==> src/rtl/huff_sort_pkg.sv <==
// rtl/huff_sort_pkg.sv - shared types and constants for the Huffman frequency sorter
//
// Contents:
//   FREQ_W_DEF / SYM_W_DEF : default key and symbol widths
//   slot_t                 : one sort slot {occ, freq, sym} at default widths
//   EMPTY_SLOT             : unoccupied slot, key and symbol all-ones
//   state_t                : sorter phase, LOAD (accept pairs) or DRAIN (emit pairs)
package huff_sort_pkg;

    localparam int FREQ_W_DEF = 8;
    localparam int SYM_W_DEF  = 8;

    typedef struct packed {
        logic                  occ;
        logic [FREQ_W_DEF-1:0] freq;
        logic [SYM_W_DEF-1:0]  sym;
    } slot_t;

    localparam slot_t EMPTY_SLOT = '{occ: 1'b0, freq: '1, sym: '1};

    typedef enum logic [0:0] {
        LOAD  = 1'b0,
        DRAIN = 1'b1
    } state_t;

endpackage

==> src/rtl/huff_sort_slot.sv <==
// rtl/huff_sort_slot.sv - one register slot of the parallel shift-insert sorter
//
// Ports:
//   clk, rst        : clock, asynchronous active-high reset
//   clr             : synchronous clear to the empty slot
//   ins             : a new pair is being inserted this cycle
//   pop             : the head is leaving; every slot takes its upper neighbour
//   new_freq/new_sym: pair being inserted
//   prev_gt         : lower neighbour's key exceeds the new key (0 for slot 0)
//   prev_*          : lower neighbour contents (slot i-1)
//   next_*          : upper neighbour contents (slot i+1, empty for the top slot)
//   occ/freq/sym    : this slot's contents
//   gt              : this slot sorts after the new pair (empty or larger key)
//
// Macro SORT_NEW_FIRST_TIE_EN: when defined, equal keys also count as "after",
// so a new pair lands in front of existing pairs with the same key.
module huff_sort_slot #(
    parameter int FREQ_W = 8,
    parameter int SYM_W  = 8
) (
    input  logic              clk,
    input  logic              rst,
    input  logic              clr,
    input  logic              ins,
    input  logic              pop,
    input  logic [FREQ_W-1:0] new_freq,
    input  logic [SYM_W-1:0]  new_sym,
    input  logic              prev_gt,
    input  logic              prev_occ,
    input  logic [FREQ_W-1:0] prev_freq,
    input  logic [SYM_W-1:0]  prev_sym,
    input  logic              next_occ,
    input  logic [FREQ_W-1:0] next_freq,
    input  logic [SYM_W-1:0]  next_sym,
    output logic              occ,
    output logic [FREQ_W-1:0] freq,
    output logic [SYM_W-1:0]  sym,
    output logic              gt
);

    // Occupancy dominates the key so an all-ones input still beats empty slots.
`ifdef SORT_NEW_FIRST_TIE_EN
    assign gt = !occ || (freq >= new_freq);
`else
    assign gt = !occ || (freq > new_freq);
`endif

    // Sorted order makes gt monotonic across slots, so the first slot with gt set
    // is the one whose lower neighbour has it clear.
    always_ff @(posedge clk or posedge rst) begin
        if (rst) begin
            occ  <= 1'b0;
            freq <= '1;
            sym  <= '1;
        end else if (clr) begin
            occ  <= 1'b0;
            freq <= '1;
            sym  <= '1;
        end else if (pop) begin
            occ  <= next_occ;
            freq <= next_freq;
            sym  <= next_sym;
        end else if (ins) begin
            if (prev_gt) begin
                occ  <= prev_occ;
                freq <= prev_freq;
                sym  <= prev_sym;
            end else if (gt) begin
                occ  <= 1'b1;
                freq <= new_freq;
                sym  <= new_sym;
            end
        end
    end

endmodule

==> src/rtl/huff_freq_sorter.sv <==
// rtl/huff_freq_sorter.sv - insertion sorter feeding the Huffman tree builder
//
// Ports:
//   clk, rst                         : clock, asynchronous active-high reset
//   clr                              : synchronous clear, empties slots, back to LOAD
//   in_valid/in_ready                : input handshake (LOAD only)
//   in_freq/in_sym/in_last           : pair to insert, in_last closes the batch
//   out_valid/out_ready              : output handshake (DRAIN only)
//   out_freq/out_sym/out_last        : lowest pair, out_last marks the final one
//   count                            : number of occupied slots
//
// Macro SORT_NEW_FIRST_TIE_EN: when defined, ties drain newest-first instead of
// in arrival order.
module huff_freq_sorter
    import huff_sort_pkg::*;
#(
    parameter int DEPTH  = 16,
    parameter int FREQ_W = FREQ_W_DEF,
    parameter int SYM_W  = SYM_W_DEF,
    parameter int CNT_W  = $clog2(DEPTH + 1)
) (
    input  logic              clk,
    input  logic              rst,
    input  logic              clr,
    input  logic              in_valid,
    output logic              in_ready,
    input  logic [FREQ_W-1:0] in_freq,
    input  logic [SYM_W-1:0]  in_sym,
    input  logic              in_last,
    output logic              out_valid,
    input  logic              out_ready,
    output logic [FREQ_W-1:0] out_freq,
    output logic [SYM_W-1:0]  out_sym,
    output logic              out_last,
    output logic [CNT_W-1:0]  count
);

    localparam logic [0:0]       ST_LOAD  = 1'b0;
    localparam logic [0:0]       ST_DRAIN = 1'b1;
    localparam logic [CNT_W-1:0] CNT_FULL = CNT_W'(DEPTH);
    localparam logic [CNT_W-1:0] CNT_NEAR = CNT_W'(DEPTH - 1);
    localparam logic [CNT_W-1:0] CNT_ONE  = CNT_W'(1);

    logic [0:0] state;

    logic [DEPTH-1:0]  s_occ;
    logic [DEPTH-1:0]  s_gt;
    logic [FREQ_W-1:0] s_freq [DEPTH];
    logic [SYM_W-1:0]  s_sym  [DEPTH];

    logic accept;
    logic pop;

    assign in_ready  = (state == ST_LOAD) && (count < CNT_FULL);
    assign out_valid = (state == ST_DRAIN) && (count != '0);
    assign out_last  = (state == ST_DRAIN) && (count == CNT_ONE);
    assign out_freq  = s_freq[0];
    assign out_sym   = s_sym[0];

    assign accept = in_valid && in_ready;
    assign pop    = out_valid && out_ready;

    for (genvar i = 0; i < DEPTH; i++) begin : g_slot
        logic              p_gt;
        logic              p_occ;
        logic [FREQ_W-1:0] p_freq;
        logic [SYM_W-1:0]  p_sym;
        logic              n_occ;
        logic [FREQ_W-1:0] n_freq;
        logic [SYM_W-1:0]  n_sym;

        if (i == 0) begin : g_bottom
            assign p_gt   = 1'b0;
            assign p_occ  = 1'b0;
            assign p_freq = '1;
            assign p_sym  = '1;
        end else begin : g_lower
            assign p_gt   = s_gt[i-1];
            assign p_occ  = s_occ[i-1];
            assign p_freq = s_freq[i-1];
            assign p_sym  = s_sym[i-1];
        end

        if (i == DEPTH - 1) begin : g_top
            assign n_occ  = 1'b0;
            assign n_freq = '1;
            assign n_sym  = '1;
        end else begin : g_upper
            assign n_occ  = s_occ[i+1];
            assign n_freq = s_freq[i+1];
            assign n_sym  = s_sym[i+1];
        end

        huff_sort_slot #(
            .FREQ_W (FREQ_W),
            .SYM_W  (SYM_W)
        ) u_slot (
            .clk       (clk),
            .rst       (rst),
            .clr       (clr),
            .ins       (accept),
            .pop       (pop),
            .new_freq  (in_freq),
            .new_sym   (in_sym),
            .prev_gt   (p_gt),
            .prev_occ  (p_occ),
            .prev_freq (p_freq),
            .prev_sym  (p_sym),
            .next_occ  (n_occ),
            .next_freq (n_freq),
            .next_sym  (n_sym),
            .occ       (s_occ[i]),
            .freq      (s_freq[i]),
            .sym       (s_sym[i]),
            .gt        (s_gt[i])
        );
    end

    always_ff @(posedge clk or posedge rst) begin
        if (rst) begin
            state <= ST_LOAD;
            count <= '0;
        end else if (clr) begin
            state <= ST_LOAD;
            count <= '0;
        end else begin
            if (accept) begin
                count <= count + CNT_ONE;
                // The batch closes on in_last or when this pair fills the last slot.
                if (in_last || (count == CNT_NEAR)) begin
                    state <= ST_DRAIN;
                end
            end else if (pop) begin
                count <= count - CNT_ONE;
                if (out_last) begin
                    state <= ST_LOAD;
                end
            end
        end
    end

endmodule

==> config.mk <==
export PLATFORM = sky130hd
export DESIGN_NAME = huff_freq_sorter
export DESIGN_NICKNAME = d
export VERILOG_FILES = /design/src/rtl/huff_sort_pkg.sv /design/src/rtl/huff_sort_slot.sv /design/src/rtl/huff_freq_sorter.sv
export SDC_FILE = /design/constraint.sdc
export NUM_CORES = 1
export LEC_CHECK = 0
export CORE_MARGIN = 2
export CORE_UTILIZATION = 42
export CTS_BUF_LIST = sky130_fd_sc_hd__clkbuf_8
export CTS_CLUSTER_DIAMETER = 40
export DETAILED_ROUTE_END_ITERATION = 10
export SYNTH_ARGS = -nofsm -noshare
export SYNTH_HDL_FRONTEND = slang
export SYNTH_SLANG_ARGS = --single-unit
==> constraint.sdc <==
create_clock -name clk -period 10.4 [get_ports clk]
set_clock_uncertainty 0.1 [all_clocks]
set_input_delay 1.56 -clock clk [delete_from_list [all_inputs] [get_ports clk]]
set_output_delay 1.56 -clock clk [all_outputs]
set_load 0.01 [all_outputs]
==> run metrics <==
cells after synthesis 1,919; GRT Total Usage 29.98%; total power 3.048 mW; Post-CTS Setup Bufs 0; largest cells by area after synthesis dfstp_2 36%, ha_1 9.0%, mux2i_1 6.8%; P per Cell Area 148.0 nW/um^2; post-synthesis cell area 18,490 um^2; clock latency on the worst-skew pair 0.67 ns; die width 213.8 um; Worst Path Required 10.84 ns; CTS Buffer Depth 3; GRT overflow 0; Leak Pwr 8.235 nW; startpoint types input pin; max-capacitance violation count 0; dominant synthesized flop cell dfstp_2; layout cell share with drive strength beyond 1 23.05%; largest net degree at the start of global routing 217; Routed WL 68,710 um; top-level I/O count 46; most frequent cell after synthesis dfstp_2; Cell variety after synth 64; hold_buf cts 0; Via Count 16,550; syn_nets 2,074; setup TNS 0 ns; Critical path buffers and inverters 4; num rows 76; PortBufs 45; vias in the first global route 15,920; global-route wire length before repair 103,000 um; final setup fails 0; drt drc 0; Final Hold Vio Count 0; TritonCTS buffer count 60; # fillers 4,063; clk slew on worst S/H paths 0.06 ns; worst-path cell chain clkdlybuf4s50_1 > inv_1 > buf_4 > ha_1 > nor2b_1 > o211ai_1 > a21oi_1 > o21ai_2 > buf_4 > a21oi_2 > and2_0 > a21oi_1; post-layout minimum cycle time 5.470 ns; Critical Path Fanout Max 27; RSZ-0062 raised after global routing no; # diodes 0; CTS resizes 0; DR iter-0 viols 1,910; Async S/R FF share, synth 100.0%; Post-DRT Antenna Nets 0; register bit count reported by yosys 278; Starting Density 42.74%; synth cell count leaders 256 x dfstp_2, 167 x a21oi_1, 164 x nor2_1, 133 x ha_1, 126 x mux2i_1; CP endpoint kind flop; period utilisation layout 52.60%; warning count from the yosys run 0; clock sinks 278; Via density 6.499; Max Clk Rate 0.1828 GHz; Post-synth EDFFs 0; status finished clean; HP Class reg2reg; Max-Slew Margin vs Limit 11.66%; max-slew violations 0; Root Buffer clkbuf_8; Layout Nets 2,067; post-synth top area cell dfstp_2; Critical Path Max Stage Delay 0.91 ns; H-tree Lvls 2; Syn Area/Cell 9.636 um^2; gp weighted congestion 0.9092; core footprint 43,270 um^2; Crit path arrival time 5.91 ns; area added between synthesis and finish 11.37%; cell family with most CP delay buffers and inverters; Crit Path Class in2reg; Slew @ Worst Pin 1.320 ns; register area share after synthesis 39.35%; CP max stage cell clkdlybuf4s50_1; Die H 213.8 um; wire per inst 26.99 um; number of antenna violations at the first check in global routing 3; Post-DP HPWL 45,620 um; maximum VDD drop 0.00008108 V; CTS tree done; die area 45,720 um^2; Synth top area share 36.38%; DR pass1 iterations 6
[report_power, final]
part           internal (mW)  switching (mW)  total (mW)
clock                  0.681           0.552        1.23
combinational          0.212           0.374       0.587
sequential              1.17          0.0629        1.23
[flip-flops by register name, summed over array words and instances (netlist names)]
register / cells
state: 1
g_slot.u_slot.sym: 128
g_slot.u_slot.freq: 128
g_slot.u_slot.occ: 16
count: 5
[worst reg2reg max path, cell delays in order, from the launching register on]
cell	delay [ns]
dfrtp_1	0.43
nor3_2	0.42
a21o_4	0.43
buf_12	0.63
nand2_1	0.89
o21ai_0	0.39
o32a_1	0.20
[per-layer routing]
layer  track usage [%]  routed length (um)  vias to the layer above
li1                  -                   -                     7309
met1             43.72               30670                     8202
met4             14.18                3249                        3
met5                 0                  60                        -
met2             40.97               27830                      877
met3             7.601                6906                      155
[cell families after synthesis]
kind of cell             Yosys count  share of synthesized area, %
adder cells (fa/ha/maj)          133                         8.999
AO/OA/AOI/OAI                    640                         25.21
flip-flops                       278                         39.35
multiplexers                     152                         8.404
buffers and inverters            187                         4.500
XOR/XNOR                           3                        0.1421
AND/OR/NAND/NOR                  526                         13.39
[layout make-up]
cell class | instances | area [um^2] | area share (%)
Timing Repair Buffer | 84 | 755.7 | 3.669
Clock inverter | 42 | 279.0 | 1.355
Tap cell | 585 | 732.0 | 3.554
Sequential cell | 278 | 7277 | 35.33
Inverter | 34 | 135.1 | 0.6561
Multi-Input combinational cell | 1454 | 10470 | 50.82
Clock buffer | 69 | 949.7 | 4.611
[cell usage in the layout, fill, tap and decap left out, types with 28 or more instances in the layout]
cell	synthesis	routed
o211ai_1	32	32
nand4_1	28	28
o22a_1	122	122
inv_1	33	51
clkbuf_8	0	69
and3_1	70	70
buf_4	13	38
mux2i_1	126	126
o21ai_0	64	64
dfstp_2	256	256
a31oi_1	36	32
a21oi_1	167	164
nand3_1	63	63
nor2_1	164	164
a2bb2oi_1	46	46
clkdlybuf4s50_1	0	45
ha_1	133	133
a221oi_1	46	46
nand2_1	124	124
[worst paths after layout]
path,startpoint,end,slack (ns),cells past startpoint
worst max-delay path,in_freq[1],g_slot[15].u_slot.freq[6]$_DFFE_PP1P_,4.93,12
worst min-delay path,g_slot[0].u_slot.sym[4]$_DFFE_PP1P_,g_slot[0].u_slot.sym[4]$_DFFE_PP1P_,0.41,2
worst max register to register,count[4]$_DFFE_PP0P_,g_slot[4].u_slot.sym[6]$_DFFE_PP1P_,6.84,6
worst min register to register,g_slot[0].u_slot.sym[4]$_DFFE_PP1P_,g_slot[0].u_slot.sym[4]$_DFFE_PP1P_,0.41,2
max in group asynchronous,rst,g_slot[1].u_slot.occ$_DFFE_PP0P_,7.39,3
min in group asynchronous,rst,g_slot[8].u_slot.occ$_DFFE_PP0P_,1.41,2
[metrics by stage]
step	setup slack, ns	util (%)	cell area (um^2)	hold slack [ns]	cells
2_1_floorplan	1.498	-	18490	0.3877	1919
3_3_place_gp	4.571	44.73	19350	0.3962	2435
3_5_place_dp	4.382	44.73	19350	0.3987	2435
4_1_cts	5.094	47.57	20580	0.4074	2546
5_1_grt	4.800	47.60	20590	0.4303	2546
6_report	4.930	47.60	20590	0.4077	2546
Note: power is estimated with default switching activity, not from simulation.
